<file path="config.mk">
export PLATFORM = sky130hd
export DESIGN_NAME = vga_sync_decoder_flat
export DESIGN_NICKNAME = d
export VERILOG_FILES = /design/src/rtl/vga_timing_pkg.sv /design/src/rtl/vga_sync_decoder_if.sv /design/src/rtl/sync_edge_detect.sv /design/src/rtl/vga_sync_decoder.sv /design/src/flat_wrapper.sv
export SDC_FILE = /design/constraint.sdc
export NUM_CORES = 1
export LEC_CHECK = 0
export CAP_MARGIN = 10
export CORE_ASPECT_RATIO = 1.5
export CORE_UTILIZATION = 30
export DETAILED_ROUTE_END_ITERATION = 8
export PLACE_DENSITY_LB_ADDON = 0.2
export SETUP_SLACK_MARGIN = 0.4
export SLEW_MARGIN = 20
export SYNTH_ARGS = -nofsm -noshare
export SYNTH_HDL_FRONTEND = slang
export SYNTH_SLANG_ARGS = --single-unit
</file>
<file path="constraint.sdc">
create_clock -name clk -period 5.5 [get_ports clk]
set_input_delay 1.1 -clock clk [delete_from_list [all_inputs] [get_ports clk]]
set_output_delay 1.1 -clock clk [all_outputs]
set_load 0.02 [all_outputs]
</file>
<file path="src/rtl/vga_timing_pkg.sv">
// vga_timing_pkg: 800x600 mode constants, lock states and counter widths
// shared by the sync generator, porch blocks and the receive-side decoder.
package vga_timing_pkg;

  localparam int VGA_DISP_COLS     = 800;
  localparam int VGA_H_FRONT_PORCH = 56;
  localparam int VGA_H_SYNC_WIDTH  = 120;
  localparam int VGA_H_BACK_PORCH  = 64;
  localparam int VGA_TOTAL_COLS    = VGA_DISP_COLS
                                   + VGA_H_FRONT_PORCH
                                   + VGA_H_SYNC_WIDTH
                                   + VGA_H_BACK_PORCH;

  localparam int VGA_DISP_ROWS     = 600;
  localparam int VGA_V_FRONT_PORCH = 37;
  localparam int VGA_V_SYNC_WIDTH  = 6;
  localparam int VGA_V_BACK_PORCH  = 23;
  localparam int VGA_TOTAL_ROWS    = VGA_DISP_ROWS
                                   + VGA_V_FRONT_PORCH
                                   + VGA_V_SYNC_WIDTH
                                   + VGA_V_BACK_PORCH;

  localparam bit VGA_SYNC_ACTIVE   = 1'b1;

  localparam int H_CNT_W = 11;
  localparam int V_CNT_W = 10;
  localparam int POS_W   = 12;
  localparam int RGB_W   = 8;
  localparam int ERR_W   = 8;

  typedef logic [H_CNT_W-1:0]      h_cnt_t;
  typedef logic [V_CNT_W-1:0]      v_cnt_t;
  typedef logic signed [POS_W-1:0] pos_t;
  typedef logic [RGB_W-1:0]        rgb_t;
  typedef logic [ERR_W-1:0]        err_cnt_t;

  typedef enum logic [1:0] {
    LK_SEARCH = 2'd0,
    LK_VERIFY = 2'd1,
    LK_LOCKED = 2'd2
  } lock_state_t;

endpackage

</file>
<file path="src/rtl/vga_sync_decoder_if.sv">
// vga_sync_decoder_if: porched sync + pixel stream as seen at the connector.
// master drives it (transmitter), slave samples it (decoder).
interface vga_sync_decoder_if;
  import vga_timing_pkg::*;

  logic h_sync;
  logic v_sync;
  rgb_t rgb;

  modport master (
    output h_sync,
    output v_sync,
    output rgb
  );

  modport slave (
    input h_sync,
    input v_sync,
    input rgb
  );

endinterface

</file>
<file path="src/rtl/sync_edge_detect.sv">
// sync_edge_detect: registers one sync input and flags its leading edge
// (registered value at ACTIVE while the previous registered value was not).
module sync_edge_detect #(
  parameter bit ACTIVE = 1'b1
) (
  input  logic clk,
  input  logic rst,
  input  logic sync_in,
  output logic lead
);

  logic q;
  logic q_prev;

  always_ff @(posedge clk) begin
    if (rst) begin
      q      <= ~ACTIVE;
      q_prev <= ~ACTIVE;
    end else begin
      q      <= sync_in;
      q_prev <= q;
    end
  end

  assign lead = (q == ACTIVE) && (q_prev != ACTIVE);

endmodule

</file>
<file path="src/rtl/vga_sync_decoder.sv">
// vga_sync_decoder: recovers col/row from a porched VGA stream, checks line
// and frame length against the mode and reports lock; 3-cycle latency.
module vga_sync_decoder
  import vga_timing_pkg::*;
#(
  parameter int DISP_COLS    = VGA_DISP_COLS,
  parameter int DISP_ROWS    = VGA_DISP_ROWS,
  parameter int TOTAL_COLS   = VGA_TOTAL_COLS,
  parameter int TOTAL_ROWS   = VGA_TOTAL_ROWS,
  parameter int H_SYNC_WIDTH = VGA_H_SYNC_WIDTH,
  parameter int H_BACK_PORCH = VGA_H_BACK_PORCH,
  parameter int V_SYNC_WIDTH = VGA_V_SYNC_WIDTH,
  parameter int V_BACK_PORCH = VGA_V_BACK_PORCH,
  parameter bit SYNC_ACTIVE  = VGA_SYNC_ACTIVE
) (
  input  logic              clk,
  input  logic              rst,
  vga_sync_decoder_if.slave vid,
  output logic              pixel_valid,
  output h_cnt_t            col,
  output v_cnt_t            row,
  output rgb_t              pixel_rgb,
  output logic              frame_start,
  output logic              locked,
  output logic              timing_error,
  output err_cnt_t          err_count
);

  localparam h_cnt_t H_TOT   = h_cnt_t'(TOTAL_COLS);
  localparam h_cnt_t H_LAST  = h_cnt_t'(TOTAL_COLS - 1);
  localparam v_cnt_t V_TOT   = v_cnt_t'(TOTAL_ROWS);
  localparam v_cnt_t V_LAST  = v_cnt_t'(TOTAL_ROWS - 1);
  localparam pos_t   COL_OFS = pos_t'(H_SYNC_WIDTH + H_BACK_PORCH);
  localparam pos_t   ROW_OFS = pos_t'(V_SYNC_WIDTH + V_BACK_PORCH);
  localparam pos_t   COL_LIM = pos_t'(DISP_COLS);
  localparam pos_t   ROW_LIM = pos_t'(DISP_ROWS);

  logic        h_lead;
  logic        v_lead;
  rgb_t        rgb_q;
  rgb_t        rgb_q2;
  h_cnt_t      h_cnt;
  h_cnt_t      h_cnt_d;
  v_cnt_t      v_cnt;
  v_cnt_t      v_cnt_d;
  lock_state_t state;
  lock_state_t state_d;
  logic        line_err;
  logic        overrun;
  logic        frame_err;
  logic        any_err;
  logic        report;
  logic        count;
  logic        fs_q;
  logic        rep_q;
  logic        inc_q;
  pos_t        col_s;
  pos_t        row_s;
  logic        valid_d;

  sync_edge_detect #(.ACTIVE(SYNC_ACTIVE)) u_hs (
    .clk     (clk),
    .rst     (rst),
    .sync_in (vid.h_sync),
    .lead    (h_lead)
  );

  sync_edge_detect #(.ACTIVE(SYNC_ACTIVE)) u_vs (
    .clk     (clk),
    .rst     (rst),
    .sync_in (vid.v_sync),
    .lead    (v_lead)
  );

  // A v edge coinciding with an h edge closes the frame on that line.
  always_comb begin
    line_err  = h_lead && (h_cnt != H_LAST);
    overrun   = !h_lead && (h_cnt == H_LAST);
    frame_err = 1'b0;
    if (v_lead) begin
      frame_err = h_lead ? (v_cnt != V_LAST)
                         : (v_cnt != V_TOT);
    end
    any_err = line_err || overrun || frame_err;
  end

  always_comb begin
    h_cnt_d = h_cnt;
    if (h_lead) begin
      h_cnt_d = '0;
    end else if (h_cnt != H_TOT) begin
      h_cnt_d = h_cnt + h_cnt_t'(1);
    end
    v_cnt_d = v_cnt;
    if (v_lead) begin
      v_cnt_d = '0;
    end else if (h_lead && (v_cnt != V_TOT)) begin
      v_cnt_d = v_cnt + v_cnt_t'(1);
    end
  end

  always_ff @(posedge clk) begin
    if (rst) begin
      state <= LK_SEARCH;
    end else begin
      state <= state_d;
    end
  end

  always_comb begin
    state_d = state;
    report  = 1'b0;
    count   = 1'b0;
    unique case (state)
      LK_SEARCH: begin
        if (v_lead) state_d = LK_VERIFY;
      end
      LK_VERIFY: begin
        if (any_err) begin
          state_d = LK_SEARCH;
          report  = 1'b1;
        end else if (v_lead) begin
          state_d = LK_LOCKED;
        end
      end
      LK_LOCKED: begin
        if (any_err) begin
          state_d = LK_SEARCH;
          report  = 1'b1;
          count   = 1'b1;
        end
      end
      default: state_d = LK_SEARCH;
    endcase
  end

  always_ff @(posedge clk) begin
    if (rst) begin
      rgb_q  <= '0;
      rgb_q2 <= '0;
      h_cnt  <= '0;
      v_cnt  <= '0;
      fs_q   <= 1'b0;
      rep_q  <= 1'b0;
      inc_q  <= 1'b0;
    end else begin
      rgb_q  <= vid.rgb;
      rgb_q2 <= rgb_q;
      h_cnt  <= h_cnt_d;
      v_cnt  <= v_cnt_d;
      fs_q   <= v_lead;
      rep_q  <= report;
      inc_q  <= count;
    end
  end

  always_comb begin
    col_s   = pos_t'(h_cnt) - COL_OFS;
    row_s   = pos_t'(v_cnt) - ROW_OFS;
    valid_d = (state == LK_LOCKED)
           && !col_s[POS_W-1] && (col_s < COL_LIM)
           && !row_s[POS_W-1] && (row_s < ROW_LIM);
  end

  always_ff @(posedge clk) begin
    if (rst) begin
      pixel_valid  <= 1'b0;
      col          <= '0;
      row          <= '0;
      pixel_rgb    <= '0;
      frame_start  <= 1'b0;
      locked       <= 1'b0;
      timing_error <= 1'b0;
      err_count    <= '0;
    end else begin
      pixel_valid  <= valid_d;
      col          <= valid_d ? col_s[H_CNT_W-1:0] : '0;
      row          <= valid_d ? row_s[V_CNT_W-1:0] : '0;
      pixel_rgb    <= valid_d ? rgb_q2 : '0;
      frame_start  <= fs_q;
      locked       <= (state == LK_LOCKED);
      timing_error <= rep_q;
      if (inc_q && (err_count != '1)) begin
        err_count <= err_count + err_cnt_t'(1);
      end
    end
  end

endmodule

</file>
<file path="src/flat_wrapper.sv">
// flat-port wrapper written by rule: the top's interface ports become plain ports
module vga_sync_decoder_flat import vga_timing_pkg::*;
#(
  parameter int DISP_COLS    = VGA_DISP_COLS,
  parameter int DISP_ROWS    = VGA_DISP_ROWS,
  parameter int TOTAL_COLS   = VGA_TOTAL_COLS,
  parameter int TOTAL_ROWS   = VGA_TOTAL_ROWS,
  parameter int H_SYNC_WIDTH = VGA_H_SYNC_WIDTH,
  parameter int H_BACK_PORCH = VGA_H_BACK_PORCH,
  parameter int V_SYNC_WIDTH = VGA_V_SYNC_WIDTH,
  parameter int V_BACK_PORCH = VGA_V_BACK_PORCH,
  parameter bit SYNC_ACTIVE  = VGA_SYNC_ACTIVE
)
  (clk, rst, pixel_valid, col, row, pixel_rgb, frame_start, locked, timing_error, err_count, vid_h_sync, vid_v_sync, vid_rgb);
  vga_sync_decoder_if vid_i ();
  input  logic clk;
  input  logic rst;
  output logic pixel_valid;
  output h_cnt_t col;
  output v_cnt_t row;
  output rgb_t pixel_rgb;
  output logic frame_start;
  output logic locked;
  output logic timing_error;
  output err_cnt_t err_count;
  input wire logic [$bits(vid_i.h_sync)-1:0] vid_h_sync;
  input wire logic [$bits(vid_i.v_sync)-1:0] vid_v_sync;
  input wire logic [$bits(vid_i.rgb)-1:0] vid_rgb;
  assign vid_i.h_sync = vid_h_sync;
  assign vid_i.v_sync = vid_v_sync;
  assign vid_i.rgb = vid_rgb;
  vga_sync_decoder #(.DISP_COLS(DISP_COLS), .DISP_ROWS(DISP_ROWS), .TOTAL_COLS(TOTAL_COLS), .TOTAL_ROWS(TOTAL_ROWS), .H_SYNC_WIDTH(H_SYNC_WIDTH), .H_BACK_PORCH(H_BACK_PORCH), .V_SYNC_WIDTH(V_SYNC_WIDTH), .V_BACK_PORCH(V_BACK_PORCH), .SYNC_ACTIVE(SYNC_ACTIVE)) u_core (.clk(clk), .rst(rst), .vid(vid_i), .pixel_valid(pixel_valid), .col(col), .row(row), .pixel_rgb(pixel_rgb), .frame_start(frame_start), .locked(locked), .timing_error(timing_error), .err_count(err_count));
endmodule
</file>
# After elaboration in Yosys (flattened, before gate mapping)
# Index checks and enable logic that the tools add are counted.
# totals
regBits	87
latch_bits	0
ramBits	0
romBits	0
in_bits	12
memories	0
# op_classes
addsub	5
multipliers	0
n_div	0
magnitude_cmp	2
n_eq_ne	11
n_shift	0
n_mux	8
bitwise	5
reduce_logical	23
# op_table
op	count
less-than comparator 12 x 11 -> 1 bit, second input constant	2
inequality test 11 bit, second input constant	2
inequality test 10 bit, second input constant	2
OR reduction 2 bit	6
subtractor 11 x 8 -> 12 bit, second input constant	1
adder 11 x 1 -> 11 bit, second input constant	1
== test 11 bit, second input constant	1
subtractor 10 x 5 -> 11 bit, second input constant	1
adder 10 x 1 -> 10 bit, second input constant	1
logical AND 1 bit	10
adder 8 x 1 -> 8 bit, second input constant	1
2-to-1 mux 2 bit	4
inequality test 8 bit, second input constant	1
case mux 2 bit (3 select lines)	1
inverter 1 bit	5
inequality test 2 x 1 -> 1 bit, second input constant	2
logical NOT 1 bit	3
2-to-1 mux 1 bit	3
inequality test 3 x 1 -> 1 bit, second input constant	1
AND reduction 3 bit	1
== test 2 x 1 -> 1 bit, second input constant	1
== test 2 bit, second input constant	1
logical NOT 2 bit	1
logical OR 1 bit	2

# Longest topological paths before layout
# Gate-level depths: netlist (run 1).
# depth
depth_word	8
depth_mapped	9
depth_no_buf	7

# Hierarchy
# From an unflattened synthesis (run 1), not the netlist that was laid out.
# unflattened
cells_unflattened	381
hier_area_um2	3726.1
# by_module_without_submodules
module	n_inst	cells_per_inst	area_each_um2
vga_sync_decoder	1	371	3603.5
sync_edge_detect	2	5	61.3

# Worst setup path before layout (run 1)
# Ideal clock, no wire load.
# synth_path
path_kind	in2reg
from	input port rst
to	register u_core.col[6]
t_arrival_ns	2.171
setup_slack_ns	3.215
stages	5
cell_sequence	clkbuf_1 -> nand2b_1 -> a211o_1 -> buf_2 -> a2111oi_0
# synth_between
elab_chain_len	1
# synth_rtl
element	line_no	source
from (decl)	flat_wrapper.sv:17	input logic rst;
OR reduction 2 bit (no line)	-	
to (signal assigned)	vga_sync_decoder.sv:177	col <= valid_d ? col_s[H_CNT_W-1:0] : '0;
to (decl)	vga_sync_decoder.sv:20	output h_cnt_t col,
# No other way between the ends.
# A chain may end at the register's enable or synchronous reset.

# Worst setup path after layout (run 1)
# layout_path
from	register u_core.v_cnt[0]
to	register u_core.col[9]
# layout_between
word_cells_on_any_way	7
cone_classes	1 x add/sub; 1 x order compare; 1 x bitwise; 4 x reduce/logical
# layout_rtl
element	line_no	source
from (decl)	vga_sync_decoder.sv:44	v_cnt_t v_cnt;
from (signal assigned)	vga_sync_decoder.sv:150	v_cnt <= v_cnt_d;
subtractor 10 x 5 -> 11 bit	vga_sync_decoder.sv:159	row_s = pos_t'(v_cnt) - ROW_OFS;
via u_core.row_s[0]	vga_sync_decoder.sv:58	pos_t row_s;
less-than comparator 12 x 11 -> 1 bit	vga_sync_decoder.sv:162	&& !row_s[POS_W-1] && (row_s < ROW_LIM);
logical AND 1 bit	vga_sync_decoder.sv:162	
inverter 1 bit (no line)	-	
OR reduction 2 bit (no line)	-	
# The timed path passes the listed nets, and every way through them passes these cells.

==> impl_metrics.py, run 1 <==
metrics = {
    "outcome": {
        "status": "complete, no violations",
    },
    "cts": {
        "cts.clk_slew.worst_paths_ns": 0.07,
        "clk-insertion-delay-late_ns": 0.33,
        "post_cts_resize_count": 0,
        "root_buffer": "clkbuf_16",
        "tritoncts": "done",
        "numCtsBuffers": 9,
        "cts-htree-levels": 3,
        "cts.path.max_buffers": 2,
        "hold_buffers": 0,
        "cts_sinks": 87,
        "cts_setup_buffers": 0,
    },
    "setup_path": {
        "critPathMaxFanout": 28,
        "cp.arrival_ns": 3.09,
        "endpoint_kind": "flop",
        "rr_worst_depth": 7,
        "cp.required_ns": 5.67,
        "path_class": "flop to flop",
        "reg2reg_to": "u_core.col[9]",
        "reg2reg_slack_ns": 2.58,
        "startpoint_type": "flop",
        "r2r-start": "u_core.v_cnt[0]",
    },
    "finish": {
        "diodes": 0,
        "n_fill_cell": 1222,
        "nets": 457,
        "drive_above_1_share_pct": 10.5,
        "syn_to_final_growth_pct": 23.8,
        "ff_latch_area_um2": 1740,
        "final_util_pct": 38.6,
        "multi_input_area_um2": 1860,
        "design_area_um2": 4680,
    },
    "yosys": {
        "ys_seq_elements": 87,
        "syn_avg_cell_area_um2": 9.50,
        "synth_edf_count": 0,
        "yosysSeqAreaShare_pct": 46.0,
        "yosys_warnings": 0,
        "syn-instance-count": 398,
        "async_flop_share_pct": 0,
        "synth.net_count": 421,
        "synthDistinctLibCells": 60,
        "synth.cell_area_um2": 3780,
        "dominantRegCellSynth": "dfxtp_1",
    },
    "sta": {
        "hold_viol_final": 0,
        "maxSlewHeadroom_pct": 31.9,
        "fmax_ghz": 0.342,
        "finalSetupViolations": 0,
        "tns_ns": 0,
        "min_period_ns": 2.92,
        "report.final.slew_viol_count": 0,
        "tightest_slew_ns": 1.02,
        "finClkSkew_ns": 0.00487,
        "min_period_over_period_pct": 53.1,
        "rsz0062_at_grt": "false",
    },
    "power_and_ir_drop": {
        "p_clk_share_pct": 48.7,
        "netSwitchingFraction_pct": 21.5,
        "switching_power_mw": 0.294,
        "p_int_mw": 1.07,
        "p_per_area_nw_per_um2": 292,
        "comb_power_share_pct": 3.8,
        "seqPwrFrac_pct": 47.5,
        "power_mw": 1.37,
        "p_leak_nw": 1.61,
        "ir_drop_v": 0.000143,
    },
    "detailed_routing": {
        "drt.antenna.violating_nets": 0,
        "routedWlPerCell_um": 13.5,
        "drt_iter0_drc": 103,
        "num_vias": 2813,
        "firstDrtPassIters": 4,
        "drt-total-wl_mm": 8.00,
        "viasPerCell": 4.75,
        "drcViolationCount": 0,
    },
    "run": {
        "cap_violations": 0,
    },
    "floorplan": {
        "die_h_um": 140,
        "fp.dieW_um": 93.7,
        "io_pins": 53,
        "core-area_um2": 12100,
        "fp-row-count": 49,
        "die_area_um2": 13100,
        "initial_core_util_pct": 31.2,
    },
    "min_path": {
        "min_path_type": "flop to flop",
        "hold_depth": 1,
        "worstHoldEndpoint": "u_core.fs_q",
        "worstHoldStart": "u_core.u_vs.q_prev",
    },
    "global_route": {
        "grt_max_degree": 37,
        "antenna_found_initial": 0,
        "grt_overflow": 0,
        "track_usage_pct": 12.9,
        "grt_pass1_vias": 2719,
        "met2_usage_pct": 23.0,
        "grt_pass1_wl_mm": 13.3,
        "met1_usage_pct": 14.6,
        "top_usage_layer": "met2",
        "met3_usage_pct": 2.79,
    },
    "placement": {
        "dpl.hpwl_mm": 5.66,
        "gp_congestion": 0.770,
        "numPortBuffers": 52,
        "place_area_um2": 4350,
    },
}
## cells by family (layout without fill, tap and decap cells)
logic type               count (synthesis)  after routing  share of synthesized area, %
AND/OR/NAND/NOR                        179            179                          27.3
flip-flops                              87             87                          46.0
adder cells (fa/ha/maj)                 11             11                          3.64
AO/OA/AOI/OAI                           46             46                          9.30
buffers and inverters                   37             78                          4.90
multiplexers                             5              5                          1.36
other                                    1              1                        0.0991
XOR/XNOR                                32             32                          7.41
## cell type report
cell class,count,share of cell area [%]
Clock buffer,9,4.81
Sequential cell,87,37.2
Clock inverter,7,2.19
Multi-Input combinational cell,274,39.6
Inverter,8,0.641
Timing Repair Buffer,54,11.4
Tap cell,153,4.09
## through the flow
step | worst slack, ns | std cells | hold WS, ns
detailed placement | 2.10 | 576 | 0.413
global placement | 2.15 | 576 | 0.413
global route | 2.27 | 592 | 0.443
finish | 2.58 | 592 | 0.423
floorplan | 3.21 | 398 | 0.392
CTS | 2.45 | 592 | 0.423
## Yosys cell counts, types with 2 or more instances
library cell	instances	share of area, %
and3_1	5	0.83
a21o_1	2	0.40
or3_1	3	0.50
nand3_1	11	1.5
or4b_4	2	0.73
nand2_1	28	2.8
o22ai_1	2	0.33
buf_2	10	1.3
dfxtp_1	87	46
nand4_1	8	1.3
or4_1	2	0.40
nor2b_1	29	4.8
nand2b_1	6	0.99
nor3_2	10	2.6
nor3_1	5	0.66
nor4_1	15	2.5
nor2_1	38	3.8
nand4b_1	2	0.46
clkbuf_1	13	1.3
xnor2_1	19	4.4
buf_4	2	0.40
or2_2	3	0.50
a21oi_1	9	1.2
o21ai_0	10	1.3
nor4_2	2	0.66
buf_6	2	0.60
mux2i_1	4	1.1
a2111oi_0	3	0.69
inv_1	7	0.69
xor2_1	13	3.0
nand3b_1	2	0.40
a41oi_1	3	0.69
o211ai_1	2	0.40
ha_1	11	3.6
nor3b_1	3	0.60
## flip-flops by register name, indices dropped and copies added (netlist names)
| signal | cells |
|---|---|
| u_core.state | 2 |
| u_core.u_vs.q_prev | 1 |
| u_core.u_hs.q_prev | 1 |
| u_core.rgb_q | 8 |
| u_core.rgb_q2 | 8 |
| u_core.v_cnt | 10 |
| u_core.locked | 1 |
| u_core.frame_start | 1 |
| u_core.pixel_valid | 1 |
| u_core.row | 10 |
| u_core.err_count | 8 |
| u_core.pixel_rgb | 8 |
| u_core.h_cnt | 11 |
| u_core.timing_error | 1 |
| u_core.rep_q | 1 |
| u_core.fs_q | 1 |
| u_core.col | 11 |
| u_core.inc_q | 1 |
| u_core.u_vs.q | 1 |
| u_core.u_hs.q | 1 |
## how the worst max path moves through the flow
stage / start / end / slack [ns]
floorplan: rst / u_core.col[6] / 3.21
global placement: rst / u_core.col[6] / 2.15
detailed placement: rst / u_core.row[6] / 2.10
CTS: rst / u_core.row[6] / 2.45
global route: u_core.v_cnt[0] / u_core.col[6] / 2.27
finish: u_core.v_cnt[0] / u_core.col[9] / 2.58
## critical path, cell delays in order (launching register included)
cell and delay (ns):
dfxtp_1 0.55, inv_1 0.14, ha_1 0.32, nand4b_1 0.32
mux2_2 0.31, o22ai_2 0.07, a32oi_4 0.89, nor4_1 0.16
## cells in the final DEF, fill, tap and decap left out, types with 3 or more instances in the layout
master	netlist	final
nand2b_1	6	6
nor2_1	38	38
nor4_1	15	15
xnor2_1	19	19
and3_1	5	5
a21oi_1	9	9
ha_1	11	11
or3_1	3	3
nor3_1	5	5
nand4_1	8	8
nor3_2	10	10
nand3_1	11	11
clkdlybuf4s50_1	0	52
nand2_1	28	28
nor3b_1	3	3
inv_1	7	7
xor2_1	13	13
a41oi_1	3	3
o21ai_0	10	10
dfxtp_1	87	87
nor2b_1	29	29
or2_2	3	3
inv_6	0	3
mux2i_1	4	4
a2111oi_0	3	3
clkbuf_16	0	9
## power by group through the flow
stage          clock network [mW]  registers [mW]  logic [mW]
4_1_cts                     0.683           0.649      0.0532
6_report                    0.666           0.649      0.0523
5_1_grt                     0.708           0.650      0.0582
3_5_place_dp                    0           0.663      0.0529
2_1_floorplan                   0           0.661      0.0360
3_3_place_gp                    0           0.663      0.0521
## routing by layer
layer | part of all wire [%] | routed length (um)
met1 | 42 | 3360
met2 | 54 | 4290
met3 | 2.6 | 205
met4 | 1.9 | 150
met5 | 0 | 0
Power figures use the tool's default switching activity.
==> run 2, diff against run 1 <==
- clock period: 5.5 -> 2.69 ns (I/O delays scaled with it)
==> impl_metrics.py, run 2 (same netlist as run 1, synthesis figures left out) <==
metrics = {
    "setup_path": {
        "critPathMaxFanout": 8,
        "startpoint_type": "flop",
        "cp.required_ns": 2.90,
        "reg2reg_to": "u_core.col[6]",
        "rr_worst_depth": 8,
        "reg2reg_slack_ns": 0.44,
        "path_class": "flop to flop",
        "cp.arrival_ns": 2.46,
        "r2r-start": "u_core.v_cnt[1]",
        "endpoint_kind": "flop",
    },
    "power_and_ir_drop": {
        "power_mw": 2.69,
        "ir_drop_v": 0.000305,
        "p_per_area_nw_per_um2": 554,
        "p_leak_nw": 1.66,
    },
    "sta": {
        "hold_slack_ns": 0.421,
        "finalSetupViolations": 0,
        "tns_ns": 0,
        "maxSlewHeadroom_pct": 48.3,
        "report.final.slew_viol_count": 0,
        "fmax_ghz": 0.444,
        "timing.final.ws_setup_ns": 0.440,
        "rsz0062_at_grt": "false",
        "min_period_over_period_pct": 83.6,
        "finClkSkew_ns": 0.00388,
        "min_period_ns": 2.25,
        "tightest_slew_ns": 0.769,
        "hold_viol_final": 0,
    },
    "cts": {
        "cts-htree-levels": 3,
        "cts_sinks": 87,
        "cts.clk_slew.worst_paths_ns": 0.06,
        "root_buffer": "clkbuf_16",
        "numCtsBuffers": 9,
        "tritoncts": "done",
        "hold_buffers": 0,
        "cts.path.max_buffers": 2,
        "clk-insertion-delay-late_ns": 0.34,
    },
    "floorplan": {
        "fp-row-count": 49,
        "core-area_um2": 12100,
        "die_h_um": 140,
        "io_pins": 53,
        "fp.dieW_um": 93.7,
        "die_area_um2": 13100,
        "initial_core_util_pct": 31.2,
    },
    "global_route": {
        "track_usage_pct": 14.1,
        "grt_pass1_wl_mm": 14.1,
        "antenna_found_initial": 0,
        "grt_pass1_vias": 2884,
        "grt_overflow": 0,
        "grt_max_degree": 36,
    },
    "detailed_routing": {
        "firstDrtPassIters": 4,
        "num_vias": 2906,
        "wl_met2_mm": 4.50,
        "drcViolationCount": 0,
        "routedWlPerCell_um": 14.2,
        "met3_length_um": 325,
        "drt-total-wl_mm": 8.58,
        "drt_iter0_drc": 120,
        "drt.antenna.violating_nets": 0,
        "drt-met1-wl_mm": 3.48,
        "top_layer": "met4",
        "viasPerCell": 4.80,
    },
    "finish": {
        "nets": 471,
        "reg_top3": "u_core.col x11, u_core.h_cnt x11",
        "layoutNonFillerInstCount": 606,
        "design_area_um2": 4860,
        "layout_common_cells": "85 x dfxtp_1, 52 x clkdlybuf4s50_1, 38 x nor2_1, 29 x nor2b_1, 28 x nand2_1",
        "final_util_pct": 40.0,
        "syn_to_final_growth_pct": 28.4,
        "diodes": 0,
        "drive_above_1_share_pct": 15.9,
        "final_common_cell": "dfxtp_1",
    },
    "min_path": {
        "worstHoldStart": "u_core.u_vs.q_prev",
        "worstHoldEndpoint": "u_core.fs_q",
        "min_path_type": "flop to flop",
        "hold_depth": 1,
    },
    "placement": {
        "place_ws_ns": 0.209,
        "numPortBuffers": 52,
        "gp_congestion": 0.819,
        "dpl.hpwl_mm": 6.11,
        "place_area_um2": 4430,
        "dp_cells": 586,
    },
    "run": {
        "cap_violations": 0,
    },
    "outcome": {
        "status": "complete, no violations",
    },
}
-- run 2: layout make-up --
type	instances	area, um^2
Clock buffer	11	243
Clock inverter	5	57.6
Fill cell	1218	7280
Inverter	8	30.0
Multi-Input combinational cell	274	1940
Sequential cell	87	1750
Tap cell	153	191
Timing Repair Buffer	68	644
-- run 2: routing by layer --
metal | vias up | GRT usage [%]
li1 | 1465 | -
met1 | 1359 | 16.0
met4 | 0 | 8.18
met3 | 16 | 3.11
met2 | 66 | 23.7
met5 | - | 0
-- run 2: timing repair --
item                                   4_1_cts  5_1_grt
setup endpoints to repair                   24       27
endpoints found under the hold margin        0        0
pin swaps                                    0        2
setup buffers                                1        3
gates cloned                                 0        0
resized for setup                            3       18
-- run 2: worst max-delay path, stage by stage, from the launching register on --
cell and delay [ns]:
dfxtp_4 0.39, inv_2 0.07, ha_4 0.18, nand4b_1 0.26, mux2_4 0.37, o22ai_4 0.12
a32oi_4 0.19, buf_4 0.18, a2111oi_1 0.35
-- run 2: power breakdown --
part           leakage, nW  internal (mW)  switching (mW)
registers            0.708           1.31          0.0129
logic                0.811         0.0567          0.0583
clock network        0.138          0.743           0.508
-- run 2: worst max path at each step --
stage / slack [ns] / start / to
after floorplan: 0.52 / u_core.v_cnt[0] / u_core.row[4]
after global placement: 0.35 / u_core.v_cnt[1] / u_core.row[5]
after detailed placement: 0.21 / u_core.v_cnt[1] / u_core.col[9]
after CTS: 0.40 / u_core.v_cnt[1] / u_core.col[9]
after global routing: 0.34 / u_core.v_cnt[1] / u_core.col[6]
final: 0.44 / u_core.v_cnt[1] / u_core.col[6]
